--- src/rtl/bcd_mod_counter.sv ---
// rtl/bcd_mod_counter.sv - cascadable BCD modulo counter with up/down count and sanitised preset load
// State is the tens/ones digit pair; Carry_out is combinational so chained stages wrap on the same edge.
module bcd_mod_counter #(
  parameter int MODULUS   = 24,
  parameter int MIN_VAL   = 0,
  parameter int RESET_VAL = MIN_VAL
) (
  input  logic       CLK,
  input  logic       RST_n,
  input  logic       EN,
  input  logic       Carry,
  input  logic       Down,
  input  logic       Load,
  input  logic [3:0] set0,
  input  logic [3:0] set1,
  output logic [3:0] ones,
  output logic [3:0] tens,
  output logic       Carry_out
);

  localparam int         MAX_VAL = MIN_VAL + MODULUS - 1;
  localparam logic [3:0] MAX_T   = 4'(MAX_VAL / 10);
  localparam logic [3:0] MAX_O   = 4'(MAX_VAL % 10);
  localparam logic [3:0] MIN_T   = 4'(MIN_VAL / 10);
  localparam logic [3:0] MIN_O   = 4'(MIN_VAL % 10);
  localparam logic [3:0] RST_T   = 4'(RESET_VAL / 10);
  localparam logic [3:0] RST_O   = 4'(RESET_VAL % 10);
  localparam logic [6:0] MAX_V   = 7'(MAX_VAL);

  if (MODULUS < 2 || MAX_VAL > 99 || (MIN_VAL != 0 && MIN_VAL != 1) ||
      RESET_VAL < MIN_VAL || RESET_VAL > MAX_VAL) begin : g_bad_params
    $error("bcd_mod_counter: illegal parameter combination");
  end

  logic       at_max;
  logic       at_min;
  logic       terminal;
  logic [3:0] d0;
  logic [3:0] d1;
  logic [6:0] v;
  logic [3:0] nxt_t;
  logic [3:0] nxt_o;

  assign at_max   = (tens == MAX_T) && (ones == MAX_O);
  assign at_min   = (tens == MIN_T) && (ones == MIN_O);
  assign terminal = Down ? at_min : at_max;

  // Reset gating keeps Carry_out low even when RESET_VAL happens to be terminal
  assign Carry_out = RST_n & EN & ~Load & Carry & terminal;

  assign d0 = (set0 > 4'd9) ? 4'd9 : set0;
  assign d1 = (set1 > 4'd9) ? 4'd9 : set1;
  assign v  = 7'(d1) * 7'd10 + 7'(d0);

  always_comb begin
    nxt_t = tens;
    nxt_o = ones;
    if (Load) begin
      // MIN_VAL is 0 or 1, so "below minimum" can only mean a preset of 00 with MIN_VAL=1
      if (v > MAX_V) begin
        nxt_t = MAX_T;
        nxt_o = MAX_O;
      end else if (v == 7'd0 && MIN_VAL != 0) begin
        nxt_t = MIN_T;
        nxt_o = MIN_O;
      end else begin
        nxt_t = d1;
        nxt_o = d0;
      end
    end else if (Carry) begin
      if (!Down) begin
        if (at_max) begin
          nxt_t = MIN_T;
          nxt_o = MIN_O;
        end else if (ones == 4'd9) begin
          nxt_o = 4'd0;
          nxt_t = tens + 4'd1;
        end else begin
          nxt_o = ones + 4'd1;
        end
      end else begin
        if (at_min) begin
          nxt_t = MAX_T;
          nxt_o = MAX_O;
        end else if (ones == 4'd0) begin
          nxt_o = 4'd9;
          nxt_t = tens - 4'd1;
        end else begin
          nxt_o = ones - 4'd1;
        end
      end
    end
  end

  always_ff @(posedge CLK or negedge RST_n) begin
    if (!RST_n) begin
      tens <= RST_T;
      ones <= RST_O;
    end else if (EN) begin
      tens <= nxt_t;
      ones <= nxt_o;
    end
  end

endmodule

--- config.mk ---
export PLATFORM = sky130hd
export DESIGN_NAME = bcd_mod_counter
export DESIGN_NICKNAME = d
export VERILOG_FILES = /design/src/rtl/bcd_mod_counter.sv
export SDC_FILE = /design/constraint.sdc
export NUM_CORES = 1
export LEC_CHECK = 0
export CORE_MARGIN = 3
export CORE_UTILIZATION = 68
export DETAILED_ROUTE_END_ITERATION = 16
export DONT_BUFFER_PORTS = 1
export GPL_TIMING_DRIVEN = 0
export PLACE_DENSITY = 0.84
export REMOVE_ABC_BUFFERS = 1
export SLEW_MARGIN = 20
export SYNTH_ARGS = -nofsm -noshare
export SYNTH_HDL_FRONTEND = slang
export SYNTH_SLANG_ARGS = --single-unit
export TNS_END_PERCENT = 100
--- constraint.sdc ---
create_clock -name CLK -period 3.3 [get_ports CLK]
set_input_delay 0.66 -clock CLK [delete_from_list [all_inputs] [get_ports CLK]]
set_output_delay 0.66 -clock CLK [all_outputs]
set_load 0.1 [all_outputs]
==> out/metrics.csv, run 1 <==
metric,value,unit
area of the mapped netlist,1200,um^2
WP buf/inv,2,
logic gate share of total power,35.4,%
CTS tree,yes,
placed cells,157,
DR vias/cell,6.84,
num rows,14,
Critical Path Source,ones[0]$_DFFE_PN0P_,
"Arr. time, crit path",2410,ps
"Clk Latency, worst-skew pair",260,ps
number of global-route vias before repair,1028,
critical path endpoint category,output pin,
Die ar.,2300,um^2
synthesized flop and latch total,8,
layout cells sized above 1,15.3,%
Pre-Repair DR Iteration Count,4,
Port Buffers,0,
HPWL after DPL,2.12,mm
DRC viols,0,
Final Util,78.7,%
ys flop type,dfrtp_1,
Filler cells,110,
Max-slew headroom,22.4,%
cell count after synthesis,145,
"leading cell type in the layout, fill and taps excluded",ha_1,
GRT Util Overall,26.2,%
hold_buf cts,0,
DRC violation total after the first TritonRoute iteration,28,
Num CTS Buffers,3,
overall power,0.814,mW
worst slew pin tran,1160,ps
clock-pin transition on the worst setup and hold timing paths,50,ps
synth unique cells,53,
Critical Path Slowest Stage Cell,dfrtp_2,
maximum fanout along the worst path,8,
setup violators final,0,
initial antenna violation count,0,
startpoint types,flop,
core area,1580,um^2
synthesis-to-layout area growth,3.66,%
Min-Delay Path Class,primary input to asynchronous set/reset pin,
sw power,0.511,mW
CP Class,flop to output pin,
Clock Power Share,9.1,%
Critical Path RT,2640,ps
DR vias,1094,
post-synthesis area per instance,8.26,um^2
hold_ws,93.7,ps
final wirelength,2.60,mm
Async SR Flop Fraction,100,%
largest net degree at the start of global routing,12,
LEAKAGE,0.493,nW
"Cell Chain, Critical Path",inv_1 > ha_1 > nor3b_4 > a21oi_1 > nor3_2 > buf_8,
max cap viols,0,
R2R Path Start,ones[0]$_DFFE_PN0P_,
"EDFF count, synth",0,
Die Y,48.0,um
top achievable clock speed,0.326,GHz
H-Tree Depth,1,
Pwr Density,656,nW/um^2
"Seq/Total Area, Yosys",16.7,%
Worst Clk Skew,6.31,ps
cell internal pwr,0.303,mW
Post-Layout Cell Count,160,
total negative slack,0,ps
min Tclk post-route,3070,ps
"Period Utilization, post-route",92.9,%
"Hold Vio Cnt, Final",0,
Placer Congestion,0.853,
fin nets,175,
ANT nets after route,0,
CTS Buffer Depth,2,
Reg2Reg Setup Slack,790,ps
Synth Warn #,0,
total grt overflow,0,
Reg2Reg Capture Point,tens[2]$_DFFE_PN0P_,
"Slew Viols, Final",0,
Worst IR Drop VDD,0.000648,V
status,finished clean,
first-pass GRT wire length,4.28,mm
Worst Reg2Reg Path Length in Cells,8,
Crit path max-delay family,flip-flops,
CTS sink cnt,8,
Reg power frac,55.5,%
most frequent cells in the layout,"ha_1, inv_1, nor2_1",
Antenna Cells,0,
die width,48.0,um
Ports,23,
worst stage delay on the critical path,750,ps
Starting Density,76.0,%
drt wl/cell,16.2,um
root buffer cell,clkbuf_4,
switch share,62.8,%
RSZ-0062 raised after global routing,false,
worst max-delay path by stage:
stage | depth (start not counted) | to
2_1_floorplan | 5 | Carry_out
3_3_place_gp | 5 | Carry_out
3_5_place_dp | 11 | tens[1]$_DFFE_PN0P_
4_1_cts | 6 | Carry_out
5_1_grt | 6 | Carry_out
6_report | 6 | Carry_out
synth_stat cells (2+ instances only):
cell type  number  area, um^2
or2b_1          2        15.0
nand3b_1        3        22.5
ha_1           14         175
dfrtp_1         8         200
nor3_1          3        15.0
or3_1           2        12.5
inv_1          10        37.5
o31a_1          2        17.5
a22oi_1         2        15.0
nand3_1         5        25.0
mux2i_1         2        20.0
nand2_1         9        33.8
nand4_1         2        12.5
a211oi_1        3        22.5
o21ai_0         8        40.0
nor2_1         10        37.5
nor2b_1         3        18.8
o31ai_1         4        30.0
a21oi_1         9        45.0
or2_2           2        12.5
clkbuf_1        2        7.51
and2b_2         2        17.5
o21a_1          2        15.0
a31oi_1         6        37.5
buf_2           2        10.0
routing by layer:
layer	vias to the layer above	global-route usage, %	share of wire, %
met5	-	0	0
met4	0	8.60	1.1
met3	4	6.02	4.4
met2	32	43.0	49
met1	510	33.6	46
li1	548	-	-
per-stage QoR:
step	instance area (um^2)	worst slack [ps]
global placement	1190	-1480
finish	1240	234
floorplan	1170	-1230
CTS	1230	30.3
detailed placement	1210	8.47
global route	1240	45.3
flip-flops by register name, summed over array words and instances (netlist names):
| signal | cells |
|---|---|
| tens | 4 |
| ones | 4 |
power groups by stage:
stage,combinational (mW),sequential [mW],clock [mW]
detailed placement,0.283,0.444,0
floorplan,0.234,0.424,0
global route,0.329,0.461,0.0823
global placement,0.270,0.441,0
finish,0.288,0.452,0.0742
CTS,0.285,0.445,0.0748
cells by family (layout without fill, tap and decap cells):
kind of cell / Yosys count / count (layout) / share of synthesized area [%]
adder cells (fa/ha/maj): 15 / 15 / 16.3
XOR/XNOR: 2 / 2 / 1.46
AND/OR/NAND/NOR: 53 / 53 / 27.3
multiplexers: 3 / 3 / 2.61
buffers and inverters: 16 / 15 / 6.06
flip-flops: 8 / 8 / 16.7
AO/OA/AOI/OAI: 47 / 47 / 29.3
other: 1 / 1 / 0.313
cell type report:
cell class | count | area, um^2 | share of cell area [%]
inverters | 11 | 41.3 | 3.33
flip-flops and latches | 8 | 206 | 16.6
multi-input cells | 121 | 936 | 75.4
repair buffers | 1 | 15.0 | 1.21
clock buffers | 3 | 22.5 | 1.81
well taps | 16 | 20.0 | 1.61
repair_timing:
action                                  in CTS  in global routing
setup buffers                                0                  0
resized for setup                            3                  2
endpoints found under the setup margin       1                  1
worst reg2reg max path, stage by stage (launching register included):
cell and delay [ps]:
dfrtp_2 750, inv_1 240, ha_1 260, nor3b_4 180
a21oi_1 420, a221oi_1 160, a21oi_1 180, nand2_1 70
a31oi_1 170
Note: power is estimated with default switching activity, not from simulation.
==> run 2, diff against run 1 <==
Settings changed: CTS_CLUSTER_DIAMETER set to 120.
==> results of run 2 <==
The final DEF is identical to that of run 1; final timing and power are the same.
==> patch, RTL diff (settings of run 1) <==
Register the inputs `EN`, `Carry`, `Down`, `Load`, `set0` and `set1` before use, cleared by the reset. The logic sees them one clock later.
--- a/src/rtl/bcd_mod_counter.sv
+++ b/src/rtl/bcd_mod_counter.sv
@@ -29,2 +29,27 @@
 
+  logic EN_q;
+  logic Carry_q;
+  logic Down_q;
+  logic Load_q;
+  logic [3:0] set0_q;
+  logic [3:0] set1_q;
+
+  always_ff @(posedge CLK or negedge RST_n) begin
+    if (!RST_n) begin
+      EN_q    <= '0;
+      Carry_q <= '0;
+      Down_q  <= '0;
+      Load_q  <= '0;
+      set0_q  <= '0;
+      set1_q  <= '0;
+    end else begin
+      EN_q    <= EN;
+      Carry_q <= Carry;
+      Down_q  <= Down;
+      Load_q  <= Load;
+      set0_q  <= set0;
+      set1_q  <= set1;
+    end
+  end
+
   if (MODULUS < 2 || MAX_VAL > 99 || (MIN_VAL != 0 && MIN_VAL != 1) ||
@@ -45,9 +70,9 @@
   assign at_min   = (tens == MIN_T) && (ones == MIN_O);
-  assign terminal = Down ? at_min : at_max;
+  assign terminal = Down_q ? at_min : at_max;
 
   // Reset gating keeps Carry_out low even when RESET_VAL happens to be terminal
-  assign Carry_out = RST_n & EN & ~Load & Carry & terminal;
+  assign Carry_out = RST_n & EN_q & ~Load_q & Carry_q & terminal;
 
-  assign d0 = (set0 > 4'd9) ? 4'd9 : set0;
-  assign d1 = (set1 > 4'd9) ? 4'd9 : set1;
+  assign d0 = (set0_q > 4'd9) ? 4'd9 : set0_q;
+  assign d1 = (set1_q > 4'd9) ? 4'd9 : set1_q;
   assign v  = 7'(d1) * 7'd10 + 7'(d0);
@@ -57,3 +82,3 @@
     nxt_o = ones;
-    if (Load) begin
+    if (Load_q) begin
       // MIN_VAL is 0 or 1, so "below minimum" can only mean a preset of 00 with MIN_VAL=1
@@ -69,4 +94,4 @@
       end
-    end else if (Carry) begin
-      if (!Down) begin
+    end else if (Carry_q) begin
+      if (!Down_q) begin
         if (at_max) begin
@@ -98,3 +123,3 @@
       ones <= RST_O;
-    end else if (EN) begin
+    end else if (EN_q) begin
       tens <= nxt_t;
Function: changed (a bounded check fails within 4 cycles, from zero or initial values and one cycle with RST_n low).
==> patch against run 1 <==
Cell area up 25%. Register-to-register slack worse by 0.36 ns. Sequential cell count up 12. Synthesized area up 21%. Clock skew about the same. Worst setup slack worse by 0.11 ns. Routed wire length up 15%. Cell count up 13%. Largest power group unchanged. Power up 20%.
==> patch: results (changes against run 1) <==
- Outcome: completed (unchanged)
- Most instantiated cells after synthesis: sky130_fd_sc_hd__dfrtp_1 (20), sky130_fd_sc_hd__ha_1 (14), sky130_fd_sc_hd__nor2_1 (14) (was sky130_fd_sc_hd__ha_1 (14), sky130_fd_sc_hd__inv_1 (10), sky130_fd_sc_hd__nor2_1 (10), sky130_fd_sc_hd__a21oi_1 (9), sky130_fd_sc_hd__nand2_1 (9))
- Part of the total power dissipated in combinational logic: 0.252 (was 0.354)
- Slowest cell on the critical path: sky130_fd_sc_hd__dfrtp_4 (was sky130_fd_sc_hd__dfrtp_2)
- Sequential share of the synthesized area: 0.346 (was 0.167)
- Violation count after the first detailed-routing iteration: 34 (was 28)
- Compound-Gate Fraction of Synth Area: 0.230 (was 0.293)
- Synth Area in Adders: 0.142 (was 0.163)
- Half-perimeter wire length after placement: 2120 µm (about the same)
- Data arrival, critical path: 2.51 ns (was 2.41 ns)
- Internal Dissipation: 0.516 mW (was 0.303 mW)
- All-layer global routing usage: 0.249 (was 0.262)
- Sequential fraction of design power: 0.546 (was 0.555)
- Cells after synthesis: 152 (was 145)
- Fill cell instance count of the final layout: 116 (was 110)
- Pre-CTS WS: -0.483 ns (was 0.00847 ns)
- P_clk: 0.199 mW (was 0.0742 mW)
- Leakage Power: 0.656 nW (was 0.493 nW)
- Number of distinct library cell variants in the gate-level netlist after synthesis: 49 (was 53)
- # placed instances: 175 (was 157)
- Clk Latency, worst-skew pair: 0.30 ns (was 0.26 ns)
- Avg Vias per Cell: 6.38 (was 6.84)
- Total power per unit cell area: 630 nW/µm² (was 656 nW/µm²)
- Critical path fanouts, max: 7 (was 8)
- Instance area at placement: 1470 µm² (was 1210 µm²)
- Multiplexer share of the synthesized area: 0.0277 (was 0.0261)
- DR WL/cell: 16.5 µm (was 16.2 µm)
-- patch: changes by cell type after synthesis, sizes merged, moves of 3 or more --
cell    before  now
o211ai       0    3
dfrtp        8   20
nand3b       3    0
nand2b       0    3
nor2        11   15
a32oi        0    3
-- patch: layout make-up --
type / instances / area share
inverter: 8 / 0.0193
sequential: 20 / 0.331
timing repair buffer: 2 / 0.00723
multi-input combinational: 120 / 0.587
clock buffer: 3 / 0.0145
clock inverter: 1 / 0.0193
tap: 27 / 0.0217
-- patch: metal layers --
| metal | GRT usage | wire [µm] | up-vias |
|---|---|---|---|
| met1 | 0.326 | 1270 | 534 |
| met3 | 0.0372 | 198 | 8 |
| li1 | - | - | 560 |
| met2 | 0.400 | 1450 | 52 |
| met4 | 0.118 | 63 | 0 |
| met5 | 0 | 0 | - |
-- patch: repair_timing --
action,4_1_cts,5_1_grt
endpoints found under the hold margin,0,0
resized for setup,12,3
setup endpoints to repair,1,1
buffers inserted,2,0
pin swaps,2,1
-- patch: path summary, 6_finish.rpt --
| check | slack [ns] | from | cells past startpoint | endpoint |
|---|---|---|---|---|
| min in group CLK | 0.37 | Carry | 0 | Carry_q |
| setup / recovery | 0.13 | ones[0] | 6 | Carry_out |
| max in group asynchronous | 3.19 | RST_n | 0 | tens[0] |
| hold reg to reg | 0.66 | Carry_q | 2 | ones[3] |
| setup reg to reg | 0.43 | set1_q[3] | 9 | ones[0] |
| hold / removal | 0.03 | RST_n | 0 | tens[1] |
-- patch: kinds of logic after synthesis --
kind of cell,count (synthesis)
buf+inv,12
mux,4
other cells,1
compound gates,46
flops,20
simple gates,51
xor+xnor,2
fa+ha+maj,16
